**src/rtl/uart_defs.sv**
```systemverilog
// uart_defs: shared UART state encodings, default line rates and divider helper
package uart_defs;

   typedef enum logic [2:0] {
      IDLE   = 3'd0,
      START  = 3'd1,
      DATA   = 3'd2,
      STOP   = 3'd3,
      PARITY = 3'd4
   } uart_state_e;

   localparam int unsigned DEF_CLK_HZ     = 30_000_000;
   localparam int unsigned DEF_BAUD       = 115_200;
   localparam int unsigned DEF_OVERSAMPLE = 16;

   // sys_clk cycles per sample tick, truncated
   function automatic int unsigned calc_div(input int unsigned clk_hz, input int unsigned baud,
                                            input int unsigned os);
      return clk_hz / (baud * os);
   endfunction

endpackage

```
**src/rtl/uart_baud_tick.sv**
```systemverilog
// uart_baud_tick: free-running divider emitting a one-cycle tick every DIV clocks, with sync restart
module uart_baud_tick #(
   parameter int unsigned DIV = 1
) (
   input  logic clk_i,
   input  logic rst_i,
   input  logic restart_i,
   output logic tick_o
);

   localparam int unsigned W = DIV > 1 ? $clog2(DIV) : 1;

   logic [W-1:0] cnt_q, cnt_d;

   assign tick_o = cnt_q == W'(DIV - 1);
   assign cnt_d  = (restart_i || tick_o) ? '0 : cnt_q + W'(1);

   // divider count register
   always_ff @(posedge clk_i or posedge rst_i)
      if (rst_i) cnt_q <= '0;
      else cnt_q <= cnt_d;

endmodule

```
**src/rtl/uart_rx_core.sv**
```systemverilog
// uart_rx_core: oversampled 8N1 UART receiver with sticky ready/framing/overrun flags; define UART_RX_PARITY_EN for an even-parity bit
module uart_rx_core
   import uart_defs::*;
#(
   parameter int unsigned CLK_HZ     = DEF_CLK_HZ,
   parameter int unsigned BAUD       = DEF_BAUD,
   parameter int unsigned OVERSAMPLE = DEF_OVERSAMPLE
) (
   input  logic       sys_clk,
   input  logic       rst,
   input  logic       rx,
   input  logic       rx_ready_clear,
   output logic       rx_clk,
   output logic [7:0] rx_data,
   output logic       rx_ready,
   output logic       rx_frame_err,
`ifdef UART_RX_PARITY_EN
   output logic       rx_parity_err,
`endif
   output logic       rx_overrun
);

   localparam int unsigned DIV = calc_div(CLK_HZ, BAUD, OVERSAMPLE);
   localparam int unsigned TW  = $clog2(OVERSAMPLE);
   localparam logic [TW-1:0] T_MID  = TW'(OVERSAMPLE / 2 - 1);
   localparam logic [TW-1:0] T_LAST = TW'(OVERSAMPLE - 1);
`ifdef UART_RX_PARITY_EN
   localparam uart_state_e AFTER_DATA = PARITY;
`else
   localparam uart_state_e AFTER_DATA = STOP;
`endif

   logic        sync1_q, sync2_q, prev_q;
   uart_state_e state_q, state_d;
   logic [TW-1:0] t_q, t_d;
   logic [2:0]  b_q, b_d;
   logic [7:0]  shift_q, shift_d, data_q, data_d;
   logic        ready_q, ready_d, fe_q, fe_d, ov_q, ov_d;
`ifdef UART_RX_PARITY_EN
   logic        perr_q, perr_d;
   assign rx_parity_err = perr_q;
`endif
   logic        fall, tick;

   assign fall         = prev_q & ~sync2_q;
   assign rx_clk       = tick;
   assign rx_data      = data_q;
   assign rx_ready     = ready_q;
   assign rx_frame_err = fe_q;
   assign rx_overrun   = ov_q;

   uart_baud_tick #(.DIV(DIV)) u_tick (
      .clk_i    (sys_clk),
      .rst_i    (rst),
      .restart_i(state_q == IDLE && fall),
      .tick_o   (tick)
   );

   // frame sequencing; a completion in the same cycle as a clear takes priority over the clear
   always_comb begin
      state_d = state_q;
      t_d     = t_q;
      b_d     = b_q;
      shift_d = shift_q;
      data_d  = data_q;
      ready_d = ready_q & ~rx_ready_clear;
      fe_d    = fe_q & ~rx_ready_clear;
      ov_d    = ov_q & ~rx_ready_clear;
`ifdef UART_RX_PARITY_EN
      perr_d  = perr_q & ~rx_ready_clear;
`endif
      case (state_q)
         IDLE: if (fall) begin
            t_d     = '0;
            state_d = START;
         end
         START: if (tick) begin
            t_d = t_q + TW'(1);
            if (t_q == T_MID) begin
               t_d     = '0;
               b_d     = '0;
               state_d = sync2_q ? IDLE : DATA;
            end
         end
         DATA: if (tick) begin
            t_d = t_q + TW'(1);
            if (t_q == T_LAST) begin
               t_d     = '0;
               b_d     = b_q + 3'd1;
               shift_d = {sync2_q, shift_q[7:1]};
               state_d = b_q == 3'd7 ? AFTER_DATA : DATA;
            end
         end
`ifdef UART_RX_PARITY_EN
         PARITY: if (tick) begin
            t_d = t_q + TW'(1);
            if (t_q == T_LAST) begin
               t_d     = '0;
               perr_d  = perr_d | ^{shift_q, sync2_q};
               state_d = STOP;
            end
         end
`endif
         STOP: if (tick) begin
            t_d = t_q + TW'(1);
            if (t_q == T_LAST) begin
               t_d     = '0;
               state_d = IDLE;
               if (!sync2_q) fe_d = 1'b1;
               else if (!ready_q || rx_ready_clear) begin
                  data_d  = shift_q;
                  ready_d = 1'b1;
               end else ov_d = 1'b1;
            end
         end
         default: state_d = IDLE;
      endcase
   end

   // synchronizer, edge history and receiver state registers
   always_ff @(posedge sys_clk or posedge rst)
      if (rst) begin
         sync1_q <= 1'b1;
         sync2_q <= 1'b1;
         prev_q  <= 1'b1;
         state_q <= IDLE;
         t_q     <= '0;
         b_q     <= '0;
         shift_q <= '0;
         data_q  <= '0;
         ready_q <= 1'b0;
         fe_q    <= 1'b0;
         ov_q    <= 1'b0;
`ifdef UART_RX_PARITY_EN
         perr_q  <= 1'b0;
`endif
      end else begin
         sync1_q <= rx;
         sync2_q <= sync1_q;
         prev_q  <= sync2_q;
         state_q <= state_d;
         t_q     <= t_d;
         b_q     <= b_d;
         shift_q <= shift_d;
         data_q  <= data_d;
         ready_q <= ready_d;
         fe_q    <= fe_d;
         ov_q    <= ov_d;
`ifdef UART_RX_PARITY_EN
         perr_q  <= perr_d;
`endif
      end

endmodule

```
**config.mk**
```make
export PLATFORM = sky130hd
export DESIGN_NAME = uart_rx_core
export DESIGN_NICKNAME = d
export VERILOG_FILES = /design/src/rtl/uart_defs.sv /design/src/rtl/uart_baud_tick.sv /design/src/rtl/uart_rx_core.sv
export SDC_FILE = /design/constraint.sdc
export NUM_CORES = 1
export LEC_CHECK = 0
export CORE_UTILIZATION = 51
export DETAILED_ROUTE_END_ITERATION = 16
export PLACE_DENSITY = 0.73
export SYNTH_ARGS = -nofsm -noshare
export SYNTH_HDL_FRONTEND = slang
export SYNTH_SLANG_ARGS = --single-unit
```
**constraint.sdc**
```tcl
create_clock -name sys_clk -period 5.3 [get_ports sys_clk]
set_input_delay 1.06 -clock sys_clk [delete_from_list [all_inputs] [get_ports sys_clk]]
set_output_delay 1.06 -clock sys_clk [all_outputs]
set_load 0.01 [all_outputs]
```
==> After elaboration in Yosys (flattened, before gate mapping) <==
Cells that the tools add are included.
{ "word_totals": {"ff_bits": 36, "inputBits": 4, "output_inout_bits": 12, "wordCells": 85} }
{ "op_classes": {"add_sub_neg": 3, "eq_ne": 15, "mux": 36, "bitwise_logic": 6, "n_reduce_logical": 13} }
{ "op_table": {"columns": ["operator", "n"], "rows": [
  ["2-to-1 mux 3 bit", 11],
  ["2-to-1 mux 4 bit", 6],
  ["2-to-1 mux 1 bit", 15],
  ["one-hot mux 3 bit (4 select lines)", 1],
  ["one-hot mux 4 bit (3 select lines)", 1],
  ["AND reduction 5 bit", 2],
  ["adder 4 x 1 -> 4 bit, second input constant", 2],
  ["== test 4 bit, second input constant", 2],
  ["!= test 2 x 1 -> 1 bit, second input constant", 4],
  ["!= test 2 bit, second input constant", 4],
  ["AND reduction 7 bit", 1],
  ["== test 3 x 2 -> 1 bit, second input constant", 2],
  ["one-hot mux 3 bit (2 select lines)", 1],
  ["AND 1 bit", 4],
  ["== test 4 x 3 -> 1 bit, second input constant", 1],
  ["AND reduction 4 bit", 1],
  ["adder 3 x 1 -> 3 bit, second input constant", 1],
  ["== test 3 x 1 -> 1 bit, second input constant", 1],
  ["== test 3 bit, second input constant", 1],
  ["zero test 3 bit", 1],
  ["AND reduction 3 bit", 1],
  ["nonzero test 3 bit", 1],
  ["logical OR 1 bit", 2],
  ["2-to-1 mux 2 bit", 1],
  ["5 further kinds", 6]
]} }

==> Longest topological paths before layout <==
{ "logic_depth": {"word_depth": 7, "ltp_mapped": 6, "mapped_depth_nobuf": 6} }

==> Cells and area by module <==
From an unflattened synthesis, not the netlist that was laid out.
{ "hier_totals": {"hier_cells": 114, "hier_area_um2": 1541.5} }
{ "modules_own_cells": {"columns": ["mod", "n_inst", "cells_each", "area_each_um2"], "rows": [
  ["uart_rx_core", 1, 100, 1366.3],
  ["uart_baud_tick", 1, 14, 175.2]
]} }

==> Worst setup path after synthesis <==
No wires, ideal clock.
{ "synth_path": {"path_type": "flip-flop to output port", "from": "register u_tick.cnt_q[0]", "to": "output rx_clk", "arrival_time_ns": 0.863, "required_ns": 4.240, "slack_ns": 3.377, "path_stages_with_launch": 4, "n_path_buf": 0, "path_cell_list": "dfrtp_1 > ha_1 > nand3_1 > inv_2"} }
{ "synth_via": {"elab_chain_len": 1} }
{ "synth_lines": {"columns": ["item", "line_no", "text"], "rows": [
  ["start: declaration", "uart_baud_tick.sv:13", "logic [W-1:0] cnt_q, cnt_d;"],
  ["start signal: assignment", "uart_baud_tick.sv:21", "else cnt_q <= cnt_d;"],
  ["== test 4 bit", "uart_baud_tick.sv:15", "assign tick_o = cnt_q == W'(DIV - 1);"],
  ["end: declaration", "uart_rx_core.sv:13", "output logic rx_clk,"]
]} }
Every way passes these cells.

==> Worst setup path in the final report <==
Same ends and word-level chain as after synthesis.

==> run summary <==
The placer's final routability congestion estimate is 0.866. After synthesis, the share of cell area in mux cells is 0.128. For this run, global-route usage on met3 was measured as 0.0476. The worst pin sits at a relative slew slack of 0.660. The clock net sink count is 35. The number of instances in the synthesized netlist came out at 128.

The share of the clock period used by the worst path came out at 0.603. The switching power came out at 160 uW. In the synthesized netlist the dominant register cell turns out to be sky130_fd_sc_hd__dfrtp_1.

The most frequent standard cell in the layout excluding fill and tap cells is sky130_fd_sc_hd__dfrtp_1. The clock transition time at the flip-flop clock pins of the worst setup and hold paths came out at 0.10 ns. The number of buffers inserted by port buffering is 15.

The maximum frequency from static timing analysis came out at 313 MHz. Counting the fill cells in the layout gives 244. After synthesis the netlist holds a flip-flop and latch count of 35. The area growth from synthesis to final layout is 14.5%. The combinational group share of total power came out at 0.155.

The residual DRC count came out at 1. In the synthesized netlist the async set-or-reset flop fraction comes to 1.00. The tightest min-delay check is of the reg -> reg type. The compound-cell area share of the yosys netlist came out at 0.104. STA classifies the critical path startpoint as a flop. The total via count after detailed routing came out at 1044. The number of antenna-violating nets in the routed design is 0. The post-layout minimum cycle time came out at 3.20 ns. The core footprint came out at 0.00283 sq mm. The number of pins exceeding their max-slew limit in the final report was 0. The slew of the pin with the lowest slew margin is 0.510 ns. The most used routing layer is met2. The mean area per synthesized cell came out at 12.3 sq um. The number of synthesized flops with an enable pin is 0. The number of standard cells in the layout, taps in and fillers out came out at 179.

The switching power as a share of total power came out at 0.296. Buffers added to address setup during post-CTS repair amount to 0. The setup TNS is 0 ns. The count of warnings emitted by yosys came out at 0. The flow ran to the end, but the final reports show violations. The post-synthesis share of cell area spent on full adders, half adders and majority gates came out at 0.0319. The area of the die came out at 0.00330 sq mm. The tree is rooted in a sky130_fd_sc_hd__clkbuf_4. The met1 track utilization from global routing came out at 0.273.

The number of setup violations in the final report came out at 0. The final reports fail on DRC. The detailed placement HPWL is 1950 um. The clock skew after layout came out at 0.0106 ns. The placement row count is 19.

STA puts the critical path data arrival time at 2.14 ns. The DRC violation total after the first TritonRoute iteration came out at 42. The proportion of layout cells with a drive suffix above 1 is 0.216. Of the total synthesized cell area, the portion taken by AND, OR, NAND and NOR gates is 0.128. Wires add up to 2750 um.

The overall routing resource usage is 0.201. The count of placed standard cells including taps came out at 171. The XOR/XNOR share of the synthesized area is 0.0167. The H-tree level count came out at 2. The die outline width is 57.5 um. Along the worst path, the maximum fanout reaches 12. The number of buffers between clock root and the deepest sink is 2. The number of nets handed over by synthesis was 136.

The data required time at the worst endpoint came out at 4.24 ns. The number of failing hold endpoints at the final stage is 0. IR analysis of the VDD net gives a maximum drop of 213 uV. The number of buffers inserted during clock tree synthesis came out at 5. The first global-routing pass estimated 4910 um of wire. The number of antenna violations at the first check in global routing was 0. The number of distinct library cells after synthesis came out at 38.

The effective utilization at floorplan is 0.555. After synthesis, the largest family of logic cells by area is simple AND/OR/NAND/NOR gates. TritonCTS built the clock tree. The proportion of power drawn by the clock network is 0.252. At the end of the flow, the number of nets in the layout was 155. In the layout the commonest cells are sky130_fd_sc_hd__dfrtp_1 (32), sky130_fd_sc_hd__mux2_2 (16), sky130_fd_sc_hd__clkdlybuf4s50_1 (15), sky130_fd_sc_hd__nand2_1 (13), sky130_fd_sc_hd__nor2_1 (7).

The met2 capacity usage during global routing is 0.301. The vertical extent of the die is 57.5 um. The tool flagged a number of max-cap violations equal to 0. The power per cell area came out at 301 mW/mm^2.

In this run the static leakage power is 0.859 nW. The number of global-route vias before repair is 1074. The antenna cell count came out at 0. Once the clock tree was built, the resizer swapped 0 gates to a different size.

The via-per-instance ratio is 5.83. The critical path is of the reg -> out type. The maximum number of pins on one net before global-route repair came out at 36. Setup repair after global routing left no endpoint under its margin.

The synthesized netlist occupies a cell area of 0.00157 sq mm. The post-synthesis sequential area ratio is 0.561. Clock latency on the worst-skew pair, taken at its later pin, is 0.34 ns. The number of top-level pins is 16. The category of the worst setup path capture point is a primary output. The first detailed-routing pass ran for 10 iterations. The internal power of the cells totals 381 uW. Once layout is complete, the utilization of the core stands at 0.635. The total congestion overflow after global routing is 0. The number of buffers inserted for hold repair after clock tree synthesis is 0. The routed wirelength normalized by instance count came out at 15.4 um. The register share of total power came out at 0.594.
[cell usage after synthesis (all sizes together), types with 2 or more instances]
cell type	number	area [sq um]
nand3	4	20.0
a31oi	3	18.8
o41ai	2	17.5
mux2	16	180
nor2	7	26.3
buf	4	22.5
inv	7	26.3
ha	4	50.1
nand2	13	48.8
mux2i	2	20.0
dfstp	3	78.8
dfrtp	32	801
xor2	3	26.3
nand4	2	27.5
o21ai	5	25.0
a21oi	3	26.3
[routing by layer]
layer	part of all wire	routed length, um
met5	0	0
met4	0.027	73
met3	0.039	107
met2	0.45	1250
met1	0.48	1320
[worst paths after layout]
| check | endpoint | cells past startpoint | slack (ns) | from |
|---|---|---|---|---|
| setup / recovery | rx_clk | 4 | 2.10 | u_tick.cnt_q[0] |
| setup reg to reg | rx_data[7] | 6 | 3.11 | u_tick.cnt_q[0] |
| min in group asynchronous | shift_q[0] | 3 | 1.11 | rst |
| max in group asynchronous | prev_q | 3 | 3.86 | rst |
| hold / removal | sync2_q | 0 | 0.37 | sync1_q |
| hold reg to reg | sync2_q | 0 | 0.37 | sync1_q |
[worst max-delay path: stages, from the launching register on]
cell	delay (ns)
sky130_fd_sc_hd__dfrtp_1	0.39
sky130_fd_sc_hd__ha_1	0.20
sky130_fd_sc_hd__nand3_1	0.35
sky130_fd_sc_hd__inv_2	0.28
sky130_fd_sc_hd__clkdlybuf4s50_1	0.57
[power by group through the flow]
| stage | combinational (mW) | clock [mW] | sequential [mW] |
|---|---|---|---|
| finish | 0.0838 | 0.136 | 0.321 |
| detailed placement | 0.0844 | 0 | 0.326 |
| floorplan | 0.0695 | 0 | 0.315 |
| global placement | 0.0790 | 0 | 0.323 |
| CTS | 0.0858 | 0.142 | 0.321 |
| global route | 0.0980 | 0.151 | 0.326 |
[kinds of logic after synthesis]
logic type,Yosys count
AO/OA/AOI/OAI,22
AND/OR/NAND/NOR,35
flip-flops,35
adder cells (fa/ha/maj),4
buffers and inverters,11
XOR/XNOR,3
multiplexers,18
[registers in the layout (all words and copies together) (netlist names)]
signal        count
b_q               3
sync1_q           1
state_q           2
rx_overrun        1
rx_data           8
u_tick.cnt_q      4
sync2_q           1
rx_frame_err      1
t_q               4
rx_ready          1
shift_q           8
prev_q            1
[metrics by stage]
stage	power [mW]	area (sq um)	hold WS, ns	worst slack (ns)
after detailed placement	0.410	1740	0.350	2.48
after global placement	0.402	1740	0.346	2.56
after CTS	0.549	1800	0.366	2.09
after floorplan	0.385	1570	0.345	3.38
after global routing	0.575	1800	0.375	1.93
final	0.541	1800	0.365	2.10
[area by class of cell]
| type | count | area [sq um] | share of cell area |
|---|---|---|---|
| flip-flops and latches | 35 | 880 | 0.490 |
| inverters | 7 | 26.3 | 0.0146 |
| repair buffers | 16 | 158 | 0.0877 |
| well taps | 31 | 38.8 | 0.0216 |
| clock inverters | 2 | 12.5 | 0.00696 |
| multi-input cells | 82 | 641 | 0.357 |
| clock buffers | 6 | 41.3 | 0.0230 |
Power figures use the tool's default switching activity.
